<file path="src/rtl/rocket_tlm_master.sv">
// ---------------------------------------------------------------------------
// rocket_tlm_master
//
// Rocket-side master for the Gtclk/Invload serial telemetry link. It loads
// the FE board shifter with an active-low Invload pulse. It clocks the word
// out with a slow gated clock and samples the returned data line. It then
// deserialises each word and counts a fixed-length frame.
//
// Ports:
//   clk50       in   single clock domain
//   rst         in   synchronous active-high reset
//   start       in   one-cycle frame request (only honoured in IDLE)
//   abort       in   terminates a frame in progress
//   serial_in   in   asynchronous data from the FE board
//   gtclk       out  registered gated clock toward the FE board
//   invload     out  registered active-low load toward the FE board
//   busy        out  high whenever the sequencer is not idle
//   word_out    out  last received word (MSB received first)
//   word_valid  out  one-cycle strobe qualifying word_out / word_idx
//   word_idx    out  0-based position of word_out inside the frame
//   frame_done  out  one-cycle strobe at normal frame completion
//   frame_sum   out  16-bit running word sum of the frame
//
// Configuration macro: ROCKET_TLM_MASTER_CHKSUM_EN
//   defined   -> frame_sum accumulates the words accepted in the frame
//   undefined -> frame_sum is constant zero and no accumulator exists
// ---------------------------------------------------------------------------
module rocket_tlm_master #(
  parameter int WORD_BITS   = 10,
  parameter int FRAME_WORDS = 52,
  parameter int HALF_CYC    = 8,
  parameter int LOAD_CYC    = 8,
  parameter int GAP_CYC     = 16,
  localparam int IDX_W      = (FRAME_WORDS > 1) ? $clog2(FRAME_WORDS) : 1
) (
  input  logic                 clk50,
  input  logic                 rst,
  input  logic                 start,
  input  logic                 abort,
  input  logic                 serial_in,
  output logic                 gtclk,
  output logic                 invload,
  output logic                 busy,
  output logic [WORD_BITS-1:0] word_out,
  output logic                 word_valid,
  output logic [IDX_W-1:0]     word_idx,
  output logic                 frame_done,
  output logic [15:0]          frame_sum
);

  localparam int MAX_CYC = (HALF_CYC > LOAD_CYC) ?
                           ((HALF_CYC > GAP_CYC) ? HALF_CYC : GAP_CYC) :
                           ((LOAD_CYC > GAP_CYC) ? LOAD_CYC : GAP_CYC);
  localparam int CNT_W   = $clog2(MAX_CYC + 1);
  localparam int BIT_W   = $clog2(WORD_BITS + 1);

  localparam logic [CNT_W-1:0] LOAD_LAST = CNT_W'(LOAD_CYC - 1);
  localparam logic [CNT_W-1:0] HALF_LAST = CNT_W'(HALF_CYC - 1);
  localparam logic [CNT_W-1:0] GAP_LAST  = CNT_W'(GAP_CYC - 1);
  localparam logic [BIT_W-1:0] BIT_LAST  = BIT_W'(WORD_BITS - 1);
  localparam logic [IDX_W-1:0] WORD_LAST = IDX_W'(FRAME_WORDS - 1);

  typedef enum logic [2:0] {
    IDLE, LOAD, BIT_LO, BIT_HI, STORE, GAP, DONE
  } state_t;

  state_t               state_q;
  logic                 sync1_q, sync2_q;
  logic [CNT_W-1:0]     cnt_q;
  logic [BIT_W-1:0]     bitCnt_q;
  logic [IDX_W-1:0]     wordCnt_q;
  logic [WORD_BITS-1:0] shift_q;
  logic                 gtclk_q, invload_q;
  logic [WORD_BITS-1:0] wordOut_q;
  logic                 wordValid_q;
  logic [IDX_W-1:0]     wordIdx_q;
  logic                 frameDone_q;
`ifdef ROCKET_TLM_MASTER_CHKSUM_EN
  logic [15:0]          sum_q;
`endif

  // Whole sequencer: synchroniser, phase counters, link pins and the
  // per-word / per-frame result registers. Link pins are set on the edge
  // that enters a state so they are glitch-free and aligned with it.
  // An abort leaves every result register holding its last value.
  always_ff @(posedge clk50) begin
    if (rst) begin
      state_q     <= IDLE;
      sync1_q     <= 1'b0;
      sync2_q     <= 1'b0;
      cnt_q       <= '0;
      bitCnt_q    <= '0;
      wordCnt_q   <= '0;
      shift_q     <= '0;
      gtclk_q     <= 1'b0;
      invload_q   <= 1'b1;
      wordOut_q   <= '0;
      wordValid_q <= 1'b0;
      wordIdx_q   <= '0;
      frameDone_q <= 1'b0;
`ifdef ROCKET_TLM_MASTER_CHKSUM_EN
      sum_q       <= '0;
`endif
    end else begin
      sync1_q     <= serial_in;
      sync2_q     <= sync1_q;
      wordValid_q <= 1'b0;
      frameDone_q <= 1'b0;
      cnt_q       <= cnt_q + CNT_W'(1);
      if (abort && state_q != IDLE) begin
        state_q   <= IDLE;
        gtclk_q   <= 1'b0;
        invload_q <= 1'b1;
      end else begin
        case (state_q)
          IDLE: begin
            // start together with abort is treated as no request
            if (start && !abort) begin
              state_q   <= LOAD;
              cnt_q     <= '0;
              wordCnt_q <= '0;
              invload_q <= 1'b0;
`ifdef ROCKET_TLM_MASTER_CHKSUM_EN
              sum_q     <= '0;
`endif
            end
          end
          LOAD: begin
            if (cnt_q == LOAD_LAST) begin
              state_q   <= BIT_LO;
              cnt_q     <= '0;
              bitCnt_q  <= '0;
              invload_q <= 1'b1;
            end
          end
          BIT_LO: begin
            // sample at the end of the low phase so the slave's output
            // has had HALF_CYC cycles to settle through both synchronisers
            if (cnt_q == HALF_LAST) begin
              shift_q <= {shift_q[WORD_BITS-2:0], sync2_q};
              state_q <= BIT_HI;
              cnt_q   <= '0;
              gtclk_q <= 1'b1;
            end
          end
          BIT_HI: begin
            if (cnt_q == HALF_LAST) begin
              cnt_q    <= '0;
              gtclk_q  <= 1'b0;
              bitCnt_q <= bitCnt_q + BIT_W'(1);
              state_q  <= (bitCnt_q == BIT_LAST) ? STORE : BIT_LO;
            end
          end
          STORE: begin
            wordOut_q   <= shift_q;
            wordIdx_q   <= wordCnt_q;
            wordValid_q <= 1'b1;
`ifdef ROCKET_TLM_MASTER_CHKSUM_EN
            sum_q       <= sum_q + 16'(shift_q);
`endif
            state_q     <= GAP;
            cnt_q       <= '0;
          end
          GAP: begin
            if (cnt_q == GAP_LAST) begin
              cnt_q <= '0;
              if (wordCnt_q == WORD_LAST) begin
                state_q <= DONE;
              end else begin
                wordCnt_q <= wordCnt_q + IDX_W'(1);
                state_q   <= LOAD;
                invload_q <= 1'b0;
              end
            end
          end
          DONE: begin
            frameDone_q <= 1'b1;
            state_q     <= IDLE;
          end
          default: begin
            state_q   <= IDLE;
            gtclk_q   <= 1'b0;
            invload_q <= 1'b1;
          end
        endcase
      end
    end
  end

  assign gtclk      = gtclk_q;
  assign invload    = invload_q;
  assign busy       = (state_q != IDLE);
  assign word_out   = wordOut_q;
  assign word_valid = wordValid_q;
  assign word_idx   = wordIdx_q;
  assign frame_done = frameDone_q;
`ifdef ROCKET_TLM_MASTER_CHKSUM_EN
  assign frame_sum  = sum_q;
`else
  assign frame_sum  = '0;
`endif

endmodule
</file>
<file path="config.mk">
export PLATFORM = sky130hd
export DESIGN_NAME = rocket_tlm_master
export DESIGN_NICKNAME = d
export VERILOG_FILES = /design/src/rtl/rocket_tlm_master.sv
export SDC_FILE = /design/constraint.sdc
export NUM_CORES = 1
export LEC_CHECK = 0
export CAP_MARGIN = 20
export CORE_UTILIZATION = 48
export DETAILED_ROUTE_END_ITERATION = 7
export HOLD_SLACK_MARGIN = 0.15
export PLACE_DENSITY = 0.82
export SLEW_MARGIN = 30
export SYNTH_ARGS = -nofsm -noshare
export SYNTH_HDL_FRONTEND = slang
export SYNTH_SLANG_ARGS = --single-unit
</file>
<file path="constraint.sdc">
create_clock -name clk50 -period 3 [get_ports clk50]
set_input_delay 0.45 -clock clk50 [delete_from_list [all_inputs] [get_ports clk50]]
set_output_delay 0.45 -clock clk50 [all_outputs]
set_load 0.02 [all_outputs]
</file>
==> results of run 1 <==
-- stage by stage --
| stage | area, um^2 | cells | hold slack [ps] |
|---|---|---|---|
| 2_1_floorplan | 2430 | 293 | 414 |
| 3_3_place_gp | 2600 | 356 | 422 |
| 3_5_place_dp | 2600 | 356 | 449 |
| 4_1_cts | 2700 | 364 | 463 |
| 5_1_grt | 2700 | 364 | 480 |
| 6_report | 2700 | 364 | 457 |
-- critical path, cell delays in order, from the launching register on --
cell and delay, ps:
dfxtp_1 710, or3_1 230, clkdlybuf4s50_1 610
-- flip-flops by register name, indices dropped and copies added (netlist names) --
name	cells
invload	1
state_q	3
sync1_q	1
frame_done	1
shift_q	10
bitCnt_q	4
word_out	10
gtclk	1
cnt_q	5
sync2_q	1
word_valid	1
wordCnt_q	6
word_idx	6
-- routing by layer --
| layer | track usage | part of all wire |
|---|---|---|
| met5 | 0 | 0 |
| met4 | 0.109 | 0.025 |
| met3 | 0.0417 | 0.052 |
| met2 | 0.306 | 0.48 |
| met1 | 0.241 | 0.45 |
-- path summary, 6_finish.rpt --
kind | end | cells after the start
setup / recovery | busy | 2
hold / removal | word_out[5] | 2
setup reg to reg | shift_q[2] | 5
hold reg to reg | word_out[5] | 2
-- cell usage after synthesis (all sizes together), types with 3 or more instances --
library cell	n	area (um^2)
a211oi	3	27.5
a21oi	27	135
and3	3	18.8
buf	25	164
clkbuf	7	26.3
dfxtp	50	1000
ha	6	75.1
inv	7	26.3
mux2	3	33.8
mux2i	12	120
nand2	38	143
nand3	6	30.0
nor2	22	82.6
nor2b	8	50.1
nor3	7	40.0
nor3b	3	27.5
o21ai	8	43.8
or3	5	31.3
xor2	3	26.3
-- cell type report --
| type | count | area, um^2 |
|---|---|---|
| clock buffers | 6 | 82.6 |
| repair buffers | 28 | 273 |
| multi-input cells | 204 | 1220 |
| fillers | 436 | 2050 |
| inverters | 7 | 26.3 |
| clock inverters | 2 | 17.5 |
| flip-flops and latches | 50 | 1000 |
| well taps | 67 | 83.8 |
-- cell families (layout without fill, tap and decap cells) --
family / after synthesis / after routing / synth area share
simple gates: 106 / 106 / 0.223
compound gates: 57 / 57 / 0.153
flops: 50 / 50 / 0.421
buf+inv: 39 / 43 / 0.0911
mux: 15 / 15 / 0.0647
fa+ha+maj: 6 / 6 / 0.0316
xor+xnor: 4 / 4 / 0.0147
other cells: 1 / 16 / 0.00158
-- power by group --
part	total, mW	switching, mW	internal (mW)
combinational	0.207	0.129	0.0783
clock	0.419	0.230	0.190
sequential	0.713	0.0301	0.683
==> impl_metrics.ini, run 1 <==
[layout]
final_nets = 307
area_growth_pct = 13.6
final_common_cell = dfxtp_1
n_antenna_cell = 0
final_layout_size_suffix_gt1_frac = 0.0606
final_cell_mix = dfxtp_1 (50), nand2_1 (38), a21oi_1 (27)
post-route-util = 0.568

[logic_synthesis]
synth_edf_count = 0
seq_area_frac_synth = 0.421
ys_ff_latch = 50
yosys_warnings = 0
postSynthCellCount = 278
synth_async_sr_flop_share = 0
synth-main-ff-cell = dfxtp_1
syn_avg_cell_area_um2 = 8.55
synth_cell_type_count = 50
syn_area_um2 = 2380

[route]
drt_iter0_drc = 111
drt-vias-per-instance = 5.33
dr.pass1.iters = 4
drc = 0
wl_per_cell_um = 12.8
wl_mm = 4.68
antenna_left = 0
num_vias = 1940

[critical_path]
worstPathRequired_ps = 2550
crit_fanout = 20
cp_data_arrival_time_ps = 1860
worst-setup-path-type = reg -> out
reg2reg_from = cnt_q[0]
crit_start = state_q[1]
critPathLaunchType = flop
critPathCaptureType = primary output
r2r_slack_ps = 870

[clock_tree]
numCtsBuffers = 5
htree_levels = 2
root_buffer = clkbuf_8
postCtsHoldBufs = 0
cts.sinks = 50
post_cts_buffers = 0
clk_path_buf_depth = 2
cts_tree = built
cts.clk_slew.worst_paths_ps = 90
clk_latency_ps = 310
cts-resized-gates = 0

[grt]
grt_start_max_net_pins = 39
grt_util_all_layers = 0.192
grt_first_pass_wirelength_mm = 7.90
antenna_found_initial = 0
grt_overflow = 0
grt_pass1_vias = 1719

[sta]
fmax_ghz = 0.434
timing.final.crit_share = 0.769
slew_violations = 0
finalCriticalPeriod_ps = 2310
tightest_slew_ps = 613
fin_worst_skew_ps = 7.43
setup_viol = 0
rsz0062_at_grt = no
relSlewSlack = 0.590
hold_viol = 0
setup_slack_ps = 693
fin_tns_setup_ps = 0

[floorplan]
start_util = 0.500
die_h_um = 72.4
core_um2 = 4750
row_count = 25
die_area_um2 = 5240
pin_count = 42
dieWidth_um = 72.4

[placed_design]
place.gp.congestion = 0.912
place_hpwl_mm = 3.22
io_buffers = 25
pre_cts_slack_ps = 606

[power]
powerDensity_nw_per_um2 = 496
p_leak_nw = 1.04
p_total_mw = 1.34
ir_worst_vdd_mv = 0.255

[run_status]
outcome = complete, no violations

[flow_run]
maxCapViolCount = 0

[min_path]
min_from = word_out[5]
min_path_type = reg -> reg
(Power assumes the default switching activity.)
==> run 2, diff against run 1 <==
- clock period: 3 -> 2.14 ns (I/O delays scaled with it)
==> impl_metrics.ini, run 2 (synthesis gave the netlist of run 1 again) <==
[clock_tree]
post_cts_buffers = 0
cts_tree = built
htree_levels = 2
cts.clk_slew.worst_paths_ps = 90
cts.sinks = 50
clk_latency_ps = 310
numCtsBuffers = 5
root_buffer = clkbuf_8
clk_path_buf_depth = 2

[route]
wl_per_cell_um = 12.5
drt-vias-per-instance = 5.25
antenna_left = 0
num_vias = 1932
wl_mm = 4.58
drc = 0
drt_iter0_drc = 95
dr.pass1.iters = 4

[critical_path]
reg2reg_from = cnt_q[0]
crit_fanout = 11
cp.buffers_inverters = 1
critPathLaunchType = flop
worstPathRequired_ps = 1820
crit_slowest_cell = clkdlybuf4s50_1
crit_family = buffers and inverters
slowest_delay_ps = 550
critPathCaptureType = primary output
path_cells = or3_1 > clkdlybuf4s50_1
worst-setup-path-type = reg -> out
crit_start = state_q[1]
cp_data_arrival_time_ps = 1710

[layout]
area_growth_pct = 15.6
n_antenna_cell = 0
final_cell_mix = dfxtp_1 (48), nand2_1 (38), a21oi_1 (27)
final_nets = 312
final_common_cell = dfxtp_1
post-route-util = 0.578
final_layout_size_suffix_gt1_frac = 0.0831
num-fill-cells = 428
multi_input_area_um2 = 1220
ff_latch_area_um2 = 1000

[grt]
antenna_found_initial = 0
grt_pass1_vias = 1686
grt_first_pass_wirelength_mm = 7.45
grt_util_all_layers = 0.183
grt_overflow = 0
grt_start_max_net_pins = 38

[floorplan]
pin_count = 42
start_util = 0.500
die_h_um = 72.4
row_count = 25
die_area_um2 = 5240
core_um2 = 4750
dieWidth_um = 72.4

[sta]
rsz0062_at_grt = no
fin_tns_setup_ps = 0
fin_worst_skew_ps = 5.35
hold_viol = 0
setup_viol = 0
setup_slack_ps = 105
slew_violations = 0
fmax_ghz = 0.491
timing.final.crit_share = 0.951
finalCriticalPeriod_ps = 2040

[run_status]
outcome = complete, no violations

[power]
powerDensity_nw_per_um2 = 713
p_leak_nw = 1.07
ir_worst_vdd_mv = 0.483
p_total_mw = 1.96

[placed_design]
io_buffers = 25
place.gp.congestion = 0.892
place_hpwl_mm = 3.21
pre_cts_slack_ps = 103

[min_path]
min_from = sync1_q
min_path_type = reg -> reg

[flow_run]
maxCapViolCount = 0
==> run 2: layout make-up <==
| class | count | area share |
|---|---|---|
| Multi-Input combinational cell | 204 | 0.443 |
| Sequential cell | 50 | 0.365 |
| Timing Repair Buffer | 33 | 0.113 |
| Tap cell | 67 | 0.0305 |
| Clock buffer | 5 | 0.0250 |
| Clock inverter | 2 | 0.0141 |
| Inverter | 7 | 0.00956 |
==> run 2: per-layer routing <==
metal,track usage,share of wire,vias to the layer above
met5,0,0,-
li1,-,-,979
met4,0.0763,0.019,0
met1,0.223,0.48,906
met3,0.0458,0.040,7
met2,0.308,0.46,40
==> run 2: per-stage QoR <==
| stage | instance area [um^2] | hold slack (ps) | cells |
|---|---|---|---|
| 6_report | 2750 | 447 | 368 |
| 5_1_grt | 2750 | 467 | 368 |
| 4_1_cts | 2750 | 457 | 368 |
| 3_5_place_dp | 2640 | 436 | 361 |
| 3_3_place_gp | 2640 | 428 | 361 |
| 2_1_floorplan | 2430 | 414 | 293 |
==> run 2: power by group <==
group | internal (mW) | switching, mW
Clock | 0.344 | 0.316
Combinational | 0.121 | 0.178
Sequential | 0.959 | 0.0427
==> run 2: repair_timing <==
action	in CTS	in global routing
cloned	0	0
pin swaps	0	0
endpoints found under the setup margin	1	1
resized for setup	2	1
hold buffers	0	0
==> run 2: final timing paths <==
| check | endpoint | slack (ps) | cells after the start |
|---|---|---|---|
| worst max register to register | wordCnt_q[4] | 160 | 8 |
| worst max-delay path | busy | 100 | 2 |
| worst min register to register | sync2_q | 450 | 1 |
| worst min-delay path | sync2_q | 450 | 1 |
==> run 2: worst register-to-register path, stage by stage (launching register included) <==
cell	delay [ps]
dfxtp_1	330
ha_1	240
nand3_1	110
inv_1	50
ha_1	200
and3_2	250
o21a_1	180
and4_1	200
mux2_1	300
